--- config.mk ---
export PLATFORM = sky130hd
export DESIGN_NAME = ac_rle_encoder
export DESIGN_NICKNAME = d
export VERILOG_FILES = /design/src/rtl/jpeg_pkg.sv /design/src/rtl/ac_size_calc.sv /design/src/rtl/ac_rle_encoder.sv
export SDC_FILE = /design/constraint.sdc
export NUM_CORES = 1
export LEC_CHECK = 0
export ABC_AREA = 1
export BUFFER_PORTS_ARGS = -buffer_cell sky130_fd_sc_hd__buf_2
export CORE_MARGIN = 8
export CORE_UTILIZATION = 43
export CTS_CLUSTER_SIZE = 25
export DETAILED_ROUTE_END_ITERATION = 8
export REMOVE_ABC_BUFFERS = 1
export SLEW_MARGIN = 30
export SYNTH_ARGS = -nofsm -noshare
export SYNTH_HDL_FRONTEND = slang
export SYNTH_SLANG_ARGS = --single-unit
--- constraint.sdc ---
create_clock -name clk -period 3 [get_ports clk]
set_input_delay 0 -clock clk [delete_from_list [all_inputs] [get_ports clk]]
set_output_delay 0 -clock clk [all_outputs]
set_load 0.01 [all_outputs]
--- src/rtl/jpeg_pkg.sv ---
`default_nettype none
// ============================================================================
// Module      : jpeg_pkg
// Description : Shared constants and types for the JPEG AC entropy path.
//               Holds the coefficient/amplitude widths, the maximum AC
//               magnitude category, the ZRL/EOB symbol encodings and the
//               run-length encoder state enum.
// Revision    : 1.0 - initial release
// ============================================================================
package jpeg_pkg;

    localparam int COEF_W      = 12;                 // signed quantized AC coefficient
    localparam int AMP_W       = 10;                 // amplitude (extra bits) field
    localparam int AC_MAX_SIZE = 10;                 // largest AC magnitude category
    localparam int AMP_MAX     = (1 << AMP_W) - 1;   // largest representable |coef|
    localparam int ZRL_LEN     = 16;                 // zeros covered by one ZRL symbol

    localparam logic [3:0] ZRL_RUN  = 4'hF;
    localparam logic [3:0] ZRL_SIZE = 4'h0;
    localparam logic [3:0] EOB_RUN  = 4'h0;
    localparam logic [3:0] EOB_SIZE = 4'h0;

    typedef enum logic [0:0] {
        RUN = 1'b0,   // accepting coefficients
        ZRL = 1'b1    // flushing ZRLs ahead of a held nonzero coefficient
    } ac_state_e;

endpackage
`default_nettype wire

--- src/rtl/ac_size_calc.sv ---
`default_nettype none
// ============================================================================
// Module      : ac_size_calc
// Description : Combinational magnitude-category / amplitude calculator for
//               one signed AC coefficient.
//                 coef : signed quantized coefficient (COEF_W)
//                 size : number of significant bits of |coef|, 0..10
//                 amp  : extra bits, LSB-aligned, upper bits zero (AMP_W)
//                 ovf  : |coef| exceeds the 10-bit AC range
//               Build option JPEG_AC_CLIP_EN: saturate |coef| to 1023 before
//               encoding and never flag ovf. Without it, size is clamped to
//               10, amp keeps the low 10 bits and ovf reports the overflow.
// Revision    : 1.0 - initial release
// ============================================================================
module ac_size_calc
    import jpeg_pkg::*;
(
    input  logic [COEF_W-1:0] coef,
    output logic [3:0]        size,
    output logic [AMP_W-1:0]  amp,
    output logic              ovf
);

    logic [COEF_W-1:0] w_val;     // coefficient after optional saturation
    logic [COEF_W:0]   w_ext;     // sign-extended by one bit so -2^(COEF_W-1) has a magnitude
    logic [COEF_W:0]   w_mag;
    logic [4:0]        w_bits;
    logic [AMP_W-1:0]  w_adj;
    logic [AMP_W-1:0]  w_mask;

`ifdef JPEG_AC_CLIP_EN
    always_comb begin
        if ($signed(coef) > $signed(COEF_W'(AMP_MAX))) begin
            w_val = COEF_W'(AMP_MAX);
        end else if ($signed(coef) < -$signed(COEF_W'(AMP_MAX))) begin
            w_val = -COEF_W'(AMP_MAX);
        end else begin
            w_val = coef;
        end
    end
    assign ovf = 1'b0;
`else
    assign w_val = coef;
    assign ovf   = (w_mag > (COEF_W + 1)'(AMP_MAX));
`endif

    assign w_ext = {w_val[COEF_W-1], w_val};
    assign w_mag = w_ext[COEF_W] ? (~w_ext + 1'b1) : w_ext;

    // Position of the highest set bit of the magnitude, 1-based.
    always_comb begin
        w_bits = 5'd0;
        for (int i = 0; i <= COEF_W; i++) begin
            if (w_mag[i]) begin
                w_bits = 5'(i + 1);
            end
        end
    end

    assign size = (w_bits > 5'(AC_MAX_SIZE)) ? 4'(AC_MAX_SIZE) : w_bits[3:0];

    // Negative values send the one's complement, i.e. (coef - 1).
    assign w_adj = w_ext[COEF_W] ? (w_val[AMP_W-1:0] - AMP_W'(1)) : w_val[AMP_W-1:0];

    // For size == AMP_W the shift wraps to zero and the subtract yields
    // all ones, which is exactly the full-width mask wanted.
    assign w_mask = (AMP_W'(1) << size) - AMP_W'(1);
    assign amp    = w_adj & w_mask;

endmodule
`default_nettype wire

--- src/rtl/ac_rle_encoder.sv ---
`default_nettype none
// ============================================================================
// Module      : ac_rle_encoder
// Description : Run-length / size encoder for the 63 AC coefficients of an
//               8x8 block in zigzag order. Emits (run, size, amp) symbols,
//               ZRL (F/0) for every 16 zeros ahead of a later nonzero, and
//               EOB (0/0) when the block ends in zeros.
//   Ports:
//     clk, rst                   clock, synchronous active-high reset
//     coef_vld/coef_rdy          coefficient handshake
//     coef, coef_last            signed coefficient, last-of-block marker
//     sym_vld/sym_rdy            symbol handshake
//     sym_run, sym_size, sym_amp symbol fields
//     sym_eob                    symbol is EOB (end of block)
//     err_ovf                    sticky out-of-range coefficient flag
//   Build option JPEG_AC_CLIP_EN selects saturating coefficients (err_ovf
//   then stays 0); see ac_size_calc.
// Revision    : 1.0 - initial release
// ============================================================================
module ac_rle_encoder
    import jpeg_pkg::*;
(
    input  logic              clk,
    input  logic              rst,
    input  logic              coef_vld,
    output logic              coef_rdy,
    input  logic [COEF_W-1:0] coef,
    input  logic              coef_last,
    output logic              sym_vld,
    input  logic              sym_rdy,
    output logic [3:0]        sym_run,
    output logic [3:0]        sym_size,
    output logic [AMP_W-1:0]  sym_amp,
    output logic              sym_eob,
    output logic              err_ovf
);

    ac_state_e         r_state;
    ac_state_e         w_state_nxt;
    logic [5:0]        r_zero_cnt;
    logic [5:0]        w_zero_cnt_nxt;
    logic [COEF_W-1:0] r_hold_coef;
    logic [COEF_W-1:0] w_hold_coef_nxt;
    logic              r_err_ovf;

    logic              r_sym_vld;
    logic [3:0]        r_sym_run;
    logic [3:0]        r_sym_size;
    logic [AMP_W-1:0]  r_sym_amp;
    logic              r_sym_eob;

    logic              w_sym_load;
    logic [3:0]        w_sym_run;
    logic [3:0]        w_sym_size;
    logic [AMP_W-1:0]  w_sym_amp;
    logic              w_sym_eob;

    logic              w_slot_free;
    logic              w_coef_rdy;
    logic              w_accept;
    logic              w_coef_zero;
    logic              w_run_ge16;
    logic [COEF_W-1:0] w_calc_coef;
    logic [3:0]        w_size;
    logic [AMP_W-1:0]  w_amp;
    logic              w_ovf;

    // The size calculator sees the live input in RUN and the held
    // coefficient while ZRLs are being flushed ahead of it.
    assign w_calc_coef = (r_state == ZRL) ? r_hold_coef : coef;

    ac_size_calc u_size_calc (
        .coef (w_calc_coef),
        .size (w_size),
        .amp  (w_amp),
        .ovf  (w_ovf)
    );

    assign w_slot_free = !r_sym_vld || sym_rdy;
    assign w_coef_rdy  = !rst && (r_state == RUN) && w_slot_free;
    assign w_accept    = coef_vld && w_coef_rdy;
    assign w_coef_zero = (coef == '0);
    assign w_run_ge16  = (r_zero_cnt >= 6'(ZRL_LEN));

    // The held coefficient's last flag is not kept: emitting it always
    // clears zero_cnt and returns to RUN, which already ends the block.
    always_comb begin
        w_state_nxt     = r_state;
        w_zero_cnt_nxt  = r_zero_cnt;
        w_hold_coef_nxt = r_hold_coef;
        w_sym_load      = 1'b0;
        w_sym_run       = 4'd0;
        w_sym_size      = 4'd0;
        w_sym_amp       = '0;
        w_sym_eob       = 1'b0;

        case (r_state)
            RUN: begin
                if (w_accept) begin
                    if (w_coef_zero) begin
                        if (coef_last) begin
                            // Trailing zeros of any length collapse into EOB.
                            w_sym_load     = 1'b1;
                            w_sym_run      = EOB_RUN;
                            w_sym_size     = EOB_SIZE;
                            w_sym_eob      = 1'b1;
                            w_zero_cnt_nxt = 6'd0;
                        end else begin
                            w_zero_cnt_nxt = r_zero_cnt + 6'd1;
                        end
                    end else if (!w_run_ge16) begin
                        w_sym_load     = 1'b1;
                        w_sym_run      = r_zero_cnt[3:0];
                        w_sym_size     = w_size;
                        w_sym_amp      = w_amp;
                        w_zero_cnt_nxt = 6'd0;
                    end else begin
                        w_hold_coef_nxt = coef;
                        w_sym_load      = 1'b1;
                        w_sym_run       = ZRL_RUN;
                        w_sym_size      = ZRL_SIZE;
                        w_zero_cnt_nxt  = r_zero_cnt - 6'(ZRL_LEN);
                        w_state_nxt     = ZRL;
                    end
                end
            end
            ZRL: begin
                if (w_slot_free && !rst) begin
                    w_sym_load = 1'b1;
                    if (w_run_ge16) begin
                        w_sym_run      = ZRL_RUN;
                        w_sym_size     = ZRL_SIZE;
                        w_zero_cnt_nxt = r_zero_cnt - 6'(ZRL_LEN);
                    end else begin
                        w_sym_run      = r_zero_cnt[3:0];
                        w_sym_size     = w_size;
                        w_sym_amp      = w_amp;
                        w_zero_cnt_nxt = 6'd0;
                        w_state_nxt    = RUN;
                    end
                end
            end
            default: begin
                w_state_nxt = RUN;
            end
        endcase
    end

    always_ff @(posedge clk) begin
        if (rst) begin
            r_state     <= RUN;
            r_zero_cnt  <= 6'd0;
            r_hold_coef <= '0;
            r_err_ovf   <= 1'b0;
            r_sym_vld   <= 1'b0;
            r_sym_run   <= 4'd0;
            r_sym_size  <= 4'd0;
            r_sym_amp   <= '0;
            r_sym_eob   <= 1'b0;
        end else begin
            r_state     <= w_state_nxt;
            r_zero_cnt  <= w_zero_cnt_nxt;
            r_hold_coef <= w_hold_coef_nxt;
            if (w_accept && w_ovf) begin
                r_err_ovf <= 1'b1;
            end
            if (w_sym_load) begin
                r_sym_vld  <= 1'b1;
                r_sym_run  <= w_sym_run;
                r_sym_size <= w_sym_size;
                r_sym_amp  <= w_sym_amp;
                r_sym_eob  <= w_sym_eob;
            end else if (sym_rdy) begin
                r_sym_vld  <= 1'b0;
            end
        end
    end

    assign coef_rdy = w_coef_rdy;
    assign sym_vld  = r_sym_vld;
    assign sym_run  = r_sym_run;
    assign sym_size = r_sym_size;
    assign sym_amp  = r_sym_amp;
    assign sym_eob  = r_sym_eob;
    assign err_ovf  = r_err_ovf;

endmodule
`default_nettype wire
==> metrics.md <==
| Metric | Value |
|---|---|
| Status | `finished clean` |
| Clk sink count | `40` |
| Final GP Congestion | `~0.89` |
| Core Area | `5960 µm²` |
| Final instance count without filler cells | `between 500 and 600` |
| Total die area | `8940 µm²` |
| Layout cells sized above 1 | `0.216` |
| Average routed wire per standard cell | `12.4 µm` |
| Vias in the first global route | `between 2000 and 3000` |
| Leading area contributor after synthesis | `dfxtp_1` |
| Worst hold path type | `in -> reg` |
| Worst skew pair latency | `around 0.3 ns` |
| Worst Path Arrival | `3.01 ns` |
| Worst slew margin | `0.427` |
| P_leak | `0.00147 µW` |
| CTS root buffer | `clkbuf_8` |
| CP cell instances | `buf_6, o21ai_4, clkinvlp_4, buf_4, nor3_2, inv_1, nand2_1, inv_1, nand3_2, nand3_1, ha_1, a21oi_1, nand3_1, a21oi_1` |
| Post-Syn Area | `between 2000 and 3000 µm²` |
| Total power | `1250 µW` |
| Top-level port count | `39` |
| Cells after Synth | `roughly 420` |
| Maximum buffer depth of the clock tree | `2` |
| Slew Viols, Final | `0` |
| H-tree depth | `2` |
| Reg2Reg Setup Slack | `~0.22 ns` |
| Placement row count | `28` |
| Total congestion overflow | `0` |
| Clock skew | `0.00507 ns` |
| Worst Tran Pin Value | `~0.86 ns` |
| Clock slew at reported path FFs | `0.08 ns` |
| Seq cells post-synth | `40` |
| Initial antenna violation count | `0` |
| Worst EP required | `between 3 and 4 ns` |
| CP peak stage delay | `~0.36 ns` |
| Placed cell count | `525` |
| DP Worst Slack | `0.113 ns` |
| Drt drc | `0` |
| Final WL | `~6700 µm` |
| Top cells by area, synth | `dfxtp_1 (30%), nand2_1 (17%), inv_1 (7.8%)` |
| Seq/Total Area, Yosys | `0.302` |
| Drt first pass iters | `4` |
| Final WS setup | `0.217 ns` |
| Final setup viols | `0` |
| Synth Flop Type | `dfxtp_1` |
| Die H | `94.6 µm` |
| DRT iter0 DRCs | `155` |
| CP Launch Type | `flop` |
| Distinct cells, synth | `36` |
| Synth async-reset ratio | `0` |
| Count of final hold-check violations | `0` |
| Hold Worst Slack | `around 0.011 ns` |
| CTS buffer count | `5` |
| CTS tree | `yes` |
| Largest net degree at the start of global routing | `29` |
| Vias per cell | `5.00` |
| I/O Buffers | `38` |
| Crit Path Class | `reg -> reg` |
| Critical-path top delay cell | `o21ai_4` |
| Syn-to-layout area delta | `17.6%` |
| Starting Density | `0.446` |
| Post-synth EDFFs | `0` |
| Power Density | `400 nW/µm²` |
| Max_cap viols | `0` |
| Worst setup EP type | `flop` |
| YS warnings | `0` |
| Syn Area/Cell | `6.29 µm²` |
| N_diodes | `0` |
| First-pass GRT wire length | `11300 µm` |
| Detail Placement HPWL | `5150 µm` |
| Most frequent cells after synthesis | `nand2_1 (117), inv_1 (55), dfxtp_1 (40), a21oi_1 (38), nor2_1 (32)` |
| VDD IR-drop max | `between 0.0002 and 0.00025 V` |
| Final net count | `486` |
| Max FO, Critical Path | `13` |
| Hold depth | `3` |
| Post-DRT Antenna Nets | `0` |
| Top-count cell post-synth | `nand2_1` |
| Total Routing Usage GR | `0.155` |
| F_max | `359 MHz` |
| Period minus WS final | `2.78 ns` |
| Final Cycle Share | `0.928` |
| Setup TNS | `0 ns` |
| Vias post-DR | `2708` |
| R2R cell count | `14` |
| Die width | `~95 µm` |
| Area fraction of the dominant cell type after synthesis | `0.302` |
## critical path, delay by kind of cell (launching register included)
family                   cells  cell delay [ns]
AO/OA/AOI/OAI                3             0.61
buffers and inverters        5             0.79
flip-flops                   1             0.34
AND/OR/NAND/NOR              5             0.68
adder cells (fa/ha/maj)      1             0.29
## cell type report
class	instances	area (µm²)
tap	75	93.8
multi-input combinational	309	1580
clock inverter	2	38.8
clock buffer	6	82.6
inverter	60	229
sequential	40	802
timing repair buffer	50	294
fill	620	2830
## registers in the layout, indices dropped and copies added, names as in the netlist
register	flops
sym_size	4
sym_run	4
r_hold_coef	12
err_ovf	1
sym_vld	1
sym_eob	1
r_state	1
r_zero_cnt	6
sym_amp	10
## logic make-up after synthesis
family | count (synthesis) | synth area share
adders and majority gates | 3 | 0.0141
and+or+nand+nor | 225 | 0.398
AOI/OAI and AO/OA | 78 | 0.162
buffers and inverters | 73 | 0.114
DFF | 40 | 0.302
xor gates and xnor gates | 3 | 0.00990
## worst paths after layout
check        startpoint              to
max reg2reg     r_state      sym_amp[1]
min reg2reg  sym_run[0]      sym_run[0]
min             coef[2]  r_hold_coef[2]
max             r_state      sym_amp[1]
## report_power, final
group,internal (µW),total (µW),switching (µW)
Sequential,543,548,5.47
Clock,272,476,203
Combinational,78.6,225,146
## metal layers
metal,GRT usage,routed length (µm),part of all wire,up-vias
met2,0.253,3160,0.47,49
li1,-,-,-,1435
met3,0.0286,237,0.035,13
met4,0.0676,154,0.023,0
met5,0,0,0,-
met1,0.193,3180,0.47,1211
## layout by cell type, fill, tap and decap left out, types with 6 or more instances in the layout
cell	instances
clkbuf_8	6
nand3_1	29
inv_1	54
buf_4	7
nand4_1	8
a21oi_1	38
dfxtp_1	39
nand2_1	117
nand2_2	17
nor2_1	32
o21ai_0	27
buf_2	38
## per-stage QoR
step	util	area (µm²)
after global placement	0.484	2880
after floorplan	-	2580
after CTS	0.511	3050
after detailed placement	0.484	2880
final	0.524	3120
after global routing	0.524	3120
## what timing repair did
action / in CTS / in global routing
hold endpoints to repair: 4 / 0
setup buffers: 0 / 5
resized for setup: 0 / 8
hold buffers: 4 / 0
endpoints found under the setup margin: 0 / 3
No activity file was read; power rests on OpenSTA's default activity.
